`src/rtl/cpu_datapath_pkg.sv`:
```
// Shared CPU definitions used by both the CONTROL sequencer and the datapath.
// Holds the opcode encoding and the default bus widths.
package cpu_pkg;

    localparam int DEF_DATA_W = 8;
    localparam int DEF_ADDR_W = 5;
    localparam int OPC_W      = 3;

    typedef enum logic [OPC_W-1:0] {
        HLT = 3'b000,
        ADD = 3'b001,
        SKZ = 3'b010,
        AND = 3'b011,
        XOR = 3'b100,
        LDA = 3'b101,
        STO = 3'b110,
        JMP = 3'b111
    } opcode_e;

endpackage

```
`src/rtl/cpu_datapath_if.sv`:
```
// Instruction and data memory ports of the CPU core.
// The datapath is the master; the memory or bench is the slave.
interface cpu_datapath_if
    import cpu_pkg::*;
#(
    parameter int DW = DEF_DATA_W,
    parameter int AW = DEF_ADDR_W
) ();

    logic [AW-1:0] ins_addr;
    logic          ins_en;
    logic [DW-1:0] ins_rdata;
    logic [AW-1:0] da_addr;
    logic          da_en;
    logic          da_we;
    logic [DW-1:0] da_wdata;
    logic [DW-1:0] da_rdata;

    modport master (
        output ins_addr, ins_en, da_addr, da_en, da_we, da_wdata,
        input  ins_rdata, da_rdata
    );

    modport slave (
        input  ins_addr, ins_en, da_addr, da_en, da_we, da_wdata,
        output ins_rdata, da_rdata
    );

endinterface

```
`src/rtl/cpu_datapath_alu.sv`:
```
// Combinational accumulator ALU: ADD (carry dropped), AND, XOR.
// Any other opcode passes the accumulator through untouched.
module cpu_alu
    import cpu_pkg::*;
#(
    parameter int W = DEF_DATA_W
) (
    input  opcode_e        opcode,
    input  logic [W-1:0]   a,
    input  logic [W-1:0]   b,
    output logic [W-1:0]   result
);

    always_comb begin
        result = a;
        case (opcode)
            ADD:     result = a + b;
            AND:     result = a & b;
            XOR:     result = a ^ b;
            default: result = a;
        endcase
    end

endmodule

```
`src/rtl/cpu_datapath.sv`:
```
// CPU datapath: PC, IR, accumulator and memory-data register, driven by
// the strobes of the CONTROL sequencer; talks to synchronous memories.
module cpu_datapath
    import cpu_pkg::*;
#(
    parameter int DATA_W = DEF_DATA_W,
    parameter int ADDR_W = DEF_ADDR_W
) (
    input  logic              clk,
    input  logic              rst,
    input  logic              pc_load,
    input  logic              pc_en,
    input  logic              halt,
    input  logic              jmp,
    input  logic              accumulator_load,
    input  logic              accumulator_control,
    input  logic              memIns_en,
    input  logic              memDa_en,
    input  logic              memDa_we,
    output logic [OPC_W-1:0]  opcode,
    output logic              is_zero,
    output logic [ADDR_W-1:0] pc_out,
    cpu_datapath_if.master    mem
);

    if (DATA_W != OPC_W + ADDR_W) begin : g_badWidth
        $error("cpu_datapath: DATA_W must equal 3 + ADDR_W");
    end

    logic [ADDR_W-1:0] pc_q, pc_d;
    logic [DATA_W-1:0] ir_q, ir_d;
    logic [DATA_W-1:0] acc_q, acc_d;
    logic [DATA_W-1:0] mdr_q, mdr_d;
    logic              fetchPend_q, fetchPend_d;
    logic              readPend_q, readPend_d;

    logic              insEn;
    logic              daEn;
    logic              daWe;
    logic [ADDR_W-1:0] operand;
    logic [DATA_W-1:0] aluResult;
    opcode_e           irOpcode;

    // Memory enables are also masked while reset is held so nothing strobes during reset.
    assign insEn    = memIns_en & ~halt & rst;
    assign daEn     = memDa_en & ~halt & rst;
    assign daWe     = memDa_we & daEn;
    assign operand  = ir_q[ADDR_W-1:0];
    assign irOpcode = opcode_e'(ir_q[DATA_W-1 -: OPC_W]);

    assign mem.ins_addr = pc_q;
    assign mem.ins_en   = insEn;
    assign mem.da_addr  = operand;
    assign mem.da_en    = daEn;
    assign mem.da_we    = daWe;
    assign mem.da_wdata = acc_q;

    assign opcode  = ir_q[DATA_W-1 -: OPC_W];
    assign is_zero = (acc_q == '0);
    assign pc_out  = pc_q;

    cpu_alu #(.W(DATA_W)) u_alu (
        .opcode (irOpcode),
        .a      (acc_q),
        .b      (mdr_q),
        .result (aluResult)
    );

    always_comb begin
        pc_d        = pc_q;
        ir_d        = ir_q;
        acc_d       = acc_q;
        mdr_d       = mdr_q;
        fetchPend_d = insEn;
        readPend_d  = daEn & ~daWe;
        if (!halt) begin
            if (pc_load) begin
                pc_d = jmp ? operand : pc_q + ADDR_W'(2);
            end else if (pc_en) begin
                pc_d = pc_q + ADDR_W'(1);
            end
            if (fetchPend_q) ir_d = mem.ins_rdata;
            if (readPend_q)  mdr_d = mem.da_rdata;
            // The ALU sees the old MDR, so a same-edge capture does not feed this load.
            if (accumulator_load) begin
                acc_d = accumulator_control ? aluResult : mdr_q;
            end
        end
    end

    always_ff @(posedge clk or negedge rst) begin
        if (!rst) begin
            pc_q        <= '0;
            ir_q        <= '0;
            acc_q       <= '0;
            mdr_q       <= '0;
            fetchPend_q <= 1'b0;
            readPend_q  <= 1'b0;
        end else begin
            pc_q        <= pc_d;
            ir_q        <= ir_d;
            acc_q       <= acc_d;
            mdr_q       <= mdr_d;
            fetchPend_q <= fetchPend_d;
            readPend_q  <= readPend_d;
        end
    end

endmodule

```
`src/flat_wrapper.sv`:
```
// flat-port wrapper written by rule: the top's interface ports become plain ports
module cpu_datapath_flat import cpu_pkg::*;
#(
    parameter int DATA_W = DEF_DATA_W,
    parameter int ADDR_W = DEF_ADDR_W
)
  (clk, rst, pc_load, pc_en, halt, jmp, accumulator_load, accumulator_control, memIns_en, memDa_en, memDa_we, opcode, is_zero, pc_out, mem_ins_addr, mem_ins_en, mem_da_addr, mem_da_en, mem_da_we, mem_da_wdata, mem_ins_rdata, mem_da_rdata);
  cpu_datapath_if mem_i ();
  input  logic clk;
  input  logic rst;
  input  logic pc_load;
  input  logic pc_en;
  input  logic halt;
  input  logic jmp;
  input  logic accumulator_load;
  input  logic accumulator_control;
  input  logic memIns_en;
  input  logic memDa_en;
  input  logic memDa_we;
  output logic [OPC_W-1:0] opcode;
  output logic is_zero;
  output logic [ADDR_W-1:0] pc_out;
  output wire logic [$bits(mem_i.ins_addr)-1:0] mem_ins_addr;
  output wire logic [$bits(mem_i.ins_en)-1:0] mem_ins_en;
  output wire logic [$bits(mem_i.da_addr)-1:0] mem_da_addr;
  output wire logic [$bits(mem_i.da_en)-1:0] mem_da_en;
  output wire logic [$bits(mem_i.da_we)-1:0] mem_da_we;
  output wire logic [$bits(mem_i.da_wdata)-1:0] mem_da_wdata;
  input wire logic [$bits(mem_i.ins_rdata)-1:0] mem_ins_rdata;
  input wire logic [$bits(mem_i.da_rdata)-1:0] mem_da_rdata;
  assign mem_ins_addr = mem_i.ins_addr;
  assign mem_ins_en = mem_i.ins_en;
  assign mem_da_addr = mem_i.da_addr;
  assign mem_da_en = mem_i.da_en;
  assign mem_da_we = mem_i.da_we;
  assign mem_da_wdata = mem_i.da_wdata;
  assign mem_i.ins_rdata = mem_ins_rdata;
  assign mem_i.da_rdata = mem_da_rdata;
  cpu_datapath #(.DATA_W(DATA_W), .ADDR_W(ADDR_W)) u_core (.clk(clk), .rst(rst), .pc_load(pc_load), .pc_en(pc_en), .halt(halt), .jmp(jmp), .accumulator_load(accumulator_load), .accumulator_control(accumulator_control), .memIns_en(memIns_en), .memDa_en(memDa_en), .memDa_we(memDa_we), .opcode(opcode), .is_zero(is_zero), .pc_out(pc_out), .mem(mem_i));
endmodule
```
`config.mk`:
```
export PLATFORM = sky130hd
export DESIGN_NAME = cpu_datapath_flat
export DESIGN_NICKNAME = d
export VERILOG_FILES = /design/src/rtl/cpu_datapath_pkg.sv /design/src/rtl/cpu_datapath_if.sv /design/src/rtl/cpu_datapath_alu.sv /design/src/rtl/cpu_datapath.sv /design/src/flat_wrapper.sv
export SDC_FILE = /design/constraint.sdc
export NUM_CORES = 1
export LEC_CHECK = 0
export CORE_ASPECT_RATIO = 1.25
export CORE_UTILIZATION = 47
export CTS_CLUSTER_SIZE = 14
export DETAILED_ROUTE_END_ITERATION = 12
export GPL_ROUTABILITY_DRIVEN = 0
export HOLD_SLACK_MARGIN = 0.03
export PLACE_DENSITY_LB_ADDON = 0.08
export SLEW_MARGIN = 0
export SYNTH_ARGS = -nofsm -noshare
export SYNTH_HDL_FRONTEND = slang
export SYNTH_SLANG_ARGS = --single-unit
export TNS_END_PERCENT = 50
```
`constraint.sdc`:
```
create_clock -name clk -period 2 [get_ports clk]
set_input_delay 0.2 -clock clk [delete_from_list [all_inputs] [get_ports clk]]
set_output_delay 0.2 -clock clk [all_outputs]
set_load 0.05 [all_outputs]
```
==> results.py, run 1 <==
metrics = {
    "synthesis": {
        "ys_ff_latch": 31,
        "async_reset_ff_frac": 1.00,
        "netlist_area_sq_um": 1910,
        "synthFlopType": "dfrtp_1",
        "synth_edf_count": 0,
        "ys_warn_count": 0,
        "syn_avg_cell_area_sq_um": 9.90,
        "netlist_instances": 193,
        "syn-num-nets": 231,
        "seq_area_frac_synth": 0.406,
        "synth_cell_types": 44,
    },
    "floorplan": {
        "die_area_sq_um": 4330,
        "rows": 25,
        "die_h_microns": 73.3,
        "core_area_sq_um": 3850,
        "start_util": 0.497,
        "ios": 57,
        "die_width_microns": 59.0,
    },
    "timing": {
        "clock.fmax_mhz": 519,
        "tightest_slew_ns": 0.511,
        "slew_viol_final": 0,
        "hold_viol": 0,
        "worst_hold_slack_ns": 0.472,
        "period_needed_ns": 1.93,
        "rsz0062_at_grt": "false",
        "slew_headroom": 0.658,
        "skew_ns": 0.00369,
        "period_share": 0.963,
        "final-setup-viol-count": 0,
    },
    "drt": {
        "routedWlPerCell_microns": 15.6,
        "drt-vias-per-instance": 5.51,
        "dr.pass1.iters": 4,
        "num_vias": 1703,
        "drt_wl_total_mm": 4.81,
        "drt-initial-drc-count": 41,
        "drc": 0,
        "ant_nets": 0,
    },
    "worst_setup_path": {
        "cp_slowest_cell": "or4_1",
        "slowest_delay_ns": 0.50,
        "worstPathCellList": "buf_4 > or4_1 > nor2_1 > buf_12",
        "worstRegToRegCells": 7,
        "cp_data_required_time_ns": 1.80,
        "path_max_fanout": 3,
        "critPathArrivalTime_ns": 1.73,
        "timing.rr.end": "u_core.mem.da_wdata[7]",
        "crit_type": "reg -> out",
        "cp-start-kind": "flop",
        "r2r_slack_ns": 0.10,
        "timing.rr.start": "u_core.mem.da_wdata[4]",
        "critPathCaptureType": "primary output",
    },
    "clocking": {
        "clkTransAtPathRegs_ns": 0.07,
        "cts_buffers": 5,
        "cts.sinks": 31,
        "cts_tree": "yes",
        "cts_htree_levels": 2,
        "clk_latency_ns": 0.29,
        "cts-root-buf": "clkbuf_8",
        "ctsLongestPathBuffers": 2,
    },
    "run": {
        "drv_cap": 0,
    },
    "place": {
        "hpwlAfterDp_mm": 3.68,
        "port_buffers": 56,
        "placed_area_sq_um": 2610,
    },
    "final_layout": {
        "antenna_cells": 0,
        "fin_util": 0.712,
        "fillers": 309,
        "final_layout_size_suffix_gt1_frac": 0.220,
        "final_area_sq_um": 2740,
        "nNetsFinal": 292,
        "synthToLayoutAreaGrowth_pct": 43.4,
    },
    "pwr": {
        "total_power_uw": 3690,
        "powerDensity_nw_per_um2": 1350,
        "cellLeakagePower_uw": 0.00116,
        "ir_worst_vdd_mv": 0.743,
    },
    "worst_hold_path": {
        "holdCritPathClass": "in -> async",
    },
    "global_route": {
        "grt_pass1_vias": 1751,
        "antenna_found_initial": 0,
        "grt_usage": 0.245,
        "grt_max_degree": 18,
        "gr-total-overflow": 0,
        "grt_pass1_wl_mm": 7.85,
    },
    "status": {
        "status": "complete, no violations",
    },
}
-- metrics by stage --
stage	setup slack [ns]	setup TNS, ns	cells
3_3_place_gp	0.108	0	299
5_1_grt	0.00625	0	309
2_1_floorplan	-0.0117	-0.0117	193
3_5_place_dp	0.0106	0	299
4_1_cts	0.00123	0	307
6_report	0.0745	0	309
-- cells by family (layout without fill, tap and decap cells) --
kind of cell | count (synthesis) | in the layout | share of synthesized area
compound gates | 54 | 54 | 0.185
xor+xnor | 3 | 3 | 0.0138
fa+ha+maj | 11 | 11 | 0.0760
buf+inv | 19 | 81 | 0.0530
flops | 31 | 31 | 0.406
mux | 18 | 18 | 0.105
simple gates | 57 | 57 | 0.161
-- how the worst max path moves through the flow --
stage | slack, ns | from | to
finish | 0.07 | u_core.mem.da_wdata[0] | is_zero
global route | 0.006 | u_core.mem.da_wdata[4] | u_core.mem.da_wdata[7]
CTS | 0.001 | u_core.mem.da_wdata[0] | u_core.mem.da_wdata[6]
detailed placement | 0.01 | u_core.mem.da_wdata[2] | u_core.mem.da_wdata[7]
global placement | 0.11 | u_core.mem.da_wdata[0] | u_core.mem.da_wdata[6]
floorplan | -0.01 | u_core.mem.da_wdata[0] | u_core.mem.da_wdata[6]
-- placed cells by master (no fill, tap or decap), drive strengths merged, types with 2 or more instances in the layout --
cell type	instances
a211oi	3
a21o	3
a21oi	12
a22o	2
a22oi	5
and2	2
and3b	3
buf	17
clkbuf	7
clkdlybuf4s50	52
dfrtp	31
ha	10
inv	4
mux2	16
mux2i	2
nand2	18
nand2b	2
nand3	4
nand4	3
nor2	10
nor2b	4
nor3	2
o211ai	3
o21ai	17
o22a	2
or3	3
or4	2
xor2	3
-- Yosys cell counts, types with 4 or more instances --
library cell	n	area (sq um)
nand3_1	4	20.0
clkbuf_1	6	22.5
a21oi_1	12	60.1
nor2b_1	4	25.0
nor2_1	10	37.5
nand2_1	18	67.6
a22oi_1	5	37.5
o21ai_0	13	65.1
ha_1	10	125
dfrtp_1	31	776
mux2_2	16	180
inv_1	4	15.0
buf_4	5	37.5
-- layer usage --
metal  vias up  part of all wire  GRT usage
met1       833              0.40      0.265
met3         9             0.034     0.0458
met2        43              0.54      0.455
li1        818                 -          -
met4         0             0.023      0.111
met5         -                 0          0
-- what timing repair did --
action                                  4_1_cts  5_1_grt
resized for setup                             1        5
pin swaps                                     0        2
endpoints found under the setup margin        1        3
setup buffers                                 0        2
hold buffers                                  0        0
-- where the power goes --
group	switching, uW	total [uW]	internal [uW]
combinational	1260	2100	841
clock	244	557	313
sequential	225	1040	812
total	1730	3690	1970
-- cell type report --
class                           instances  area, sq um  share of cell area
Clock buffer                            7         96.3              0.0352
Clock inverter                          1         7.51             0.00274
Inverter                                4         15.0             0.00548
Multi-Input combinational cell        143         1060               0.388
Sequential cell                        31          781               0.285
Tap cell                               54         67.6              0.0247
Timing Repair Buffer                   69          711               0.259
-- registers in the layout, indices dropped and copies added (netlist names) --
register             flops
u_core.ir_q              8
u_core.mem.da_wdata      8
u_core.fetchPend_q       1
u_core.mdr_q             8
u_core.mem.ins_addr      5
u_core.readPend_q        1
-- critical path: cells and delay by family, from the launching register on --
kind	cells	cell delay, ns
flops	1	0.43
simple gates	2	0.69
buf+inv	2	0.31
Power figures use the tool's default switching activity.
==> run 2, diff against run 1 <==
--- a/config.mk
+++ b/config.mk
@@ -7,6 +7,7 @@
 export LEC_CHECK = 0
 export CORE_ASPECT_RATIO = 1.25
 export CORE_UTILIZATION = 47
+export CTS_CLUSTER_DIAMETER = 80
 export CTS_CLUSTER_SIZE = 14
 export DETAILED_ROUTE_END_ITERATION = 12
 export GPL_ROUTABILITY_DRIVEN = 0
==> results of run 2 <==
No change in the layout: final DEF, timing and power equal those of run 1.
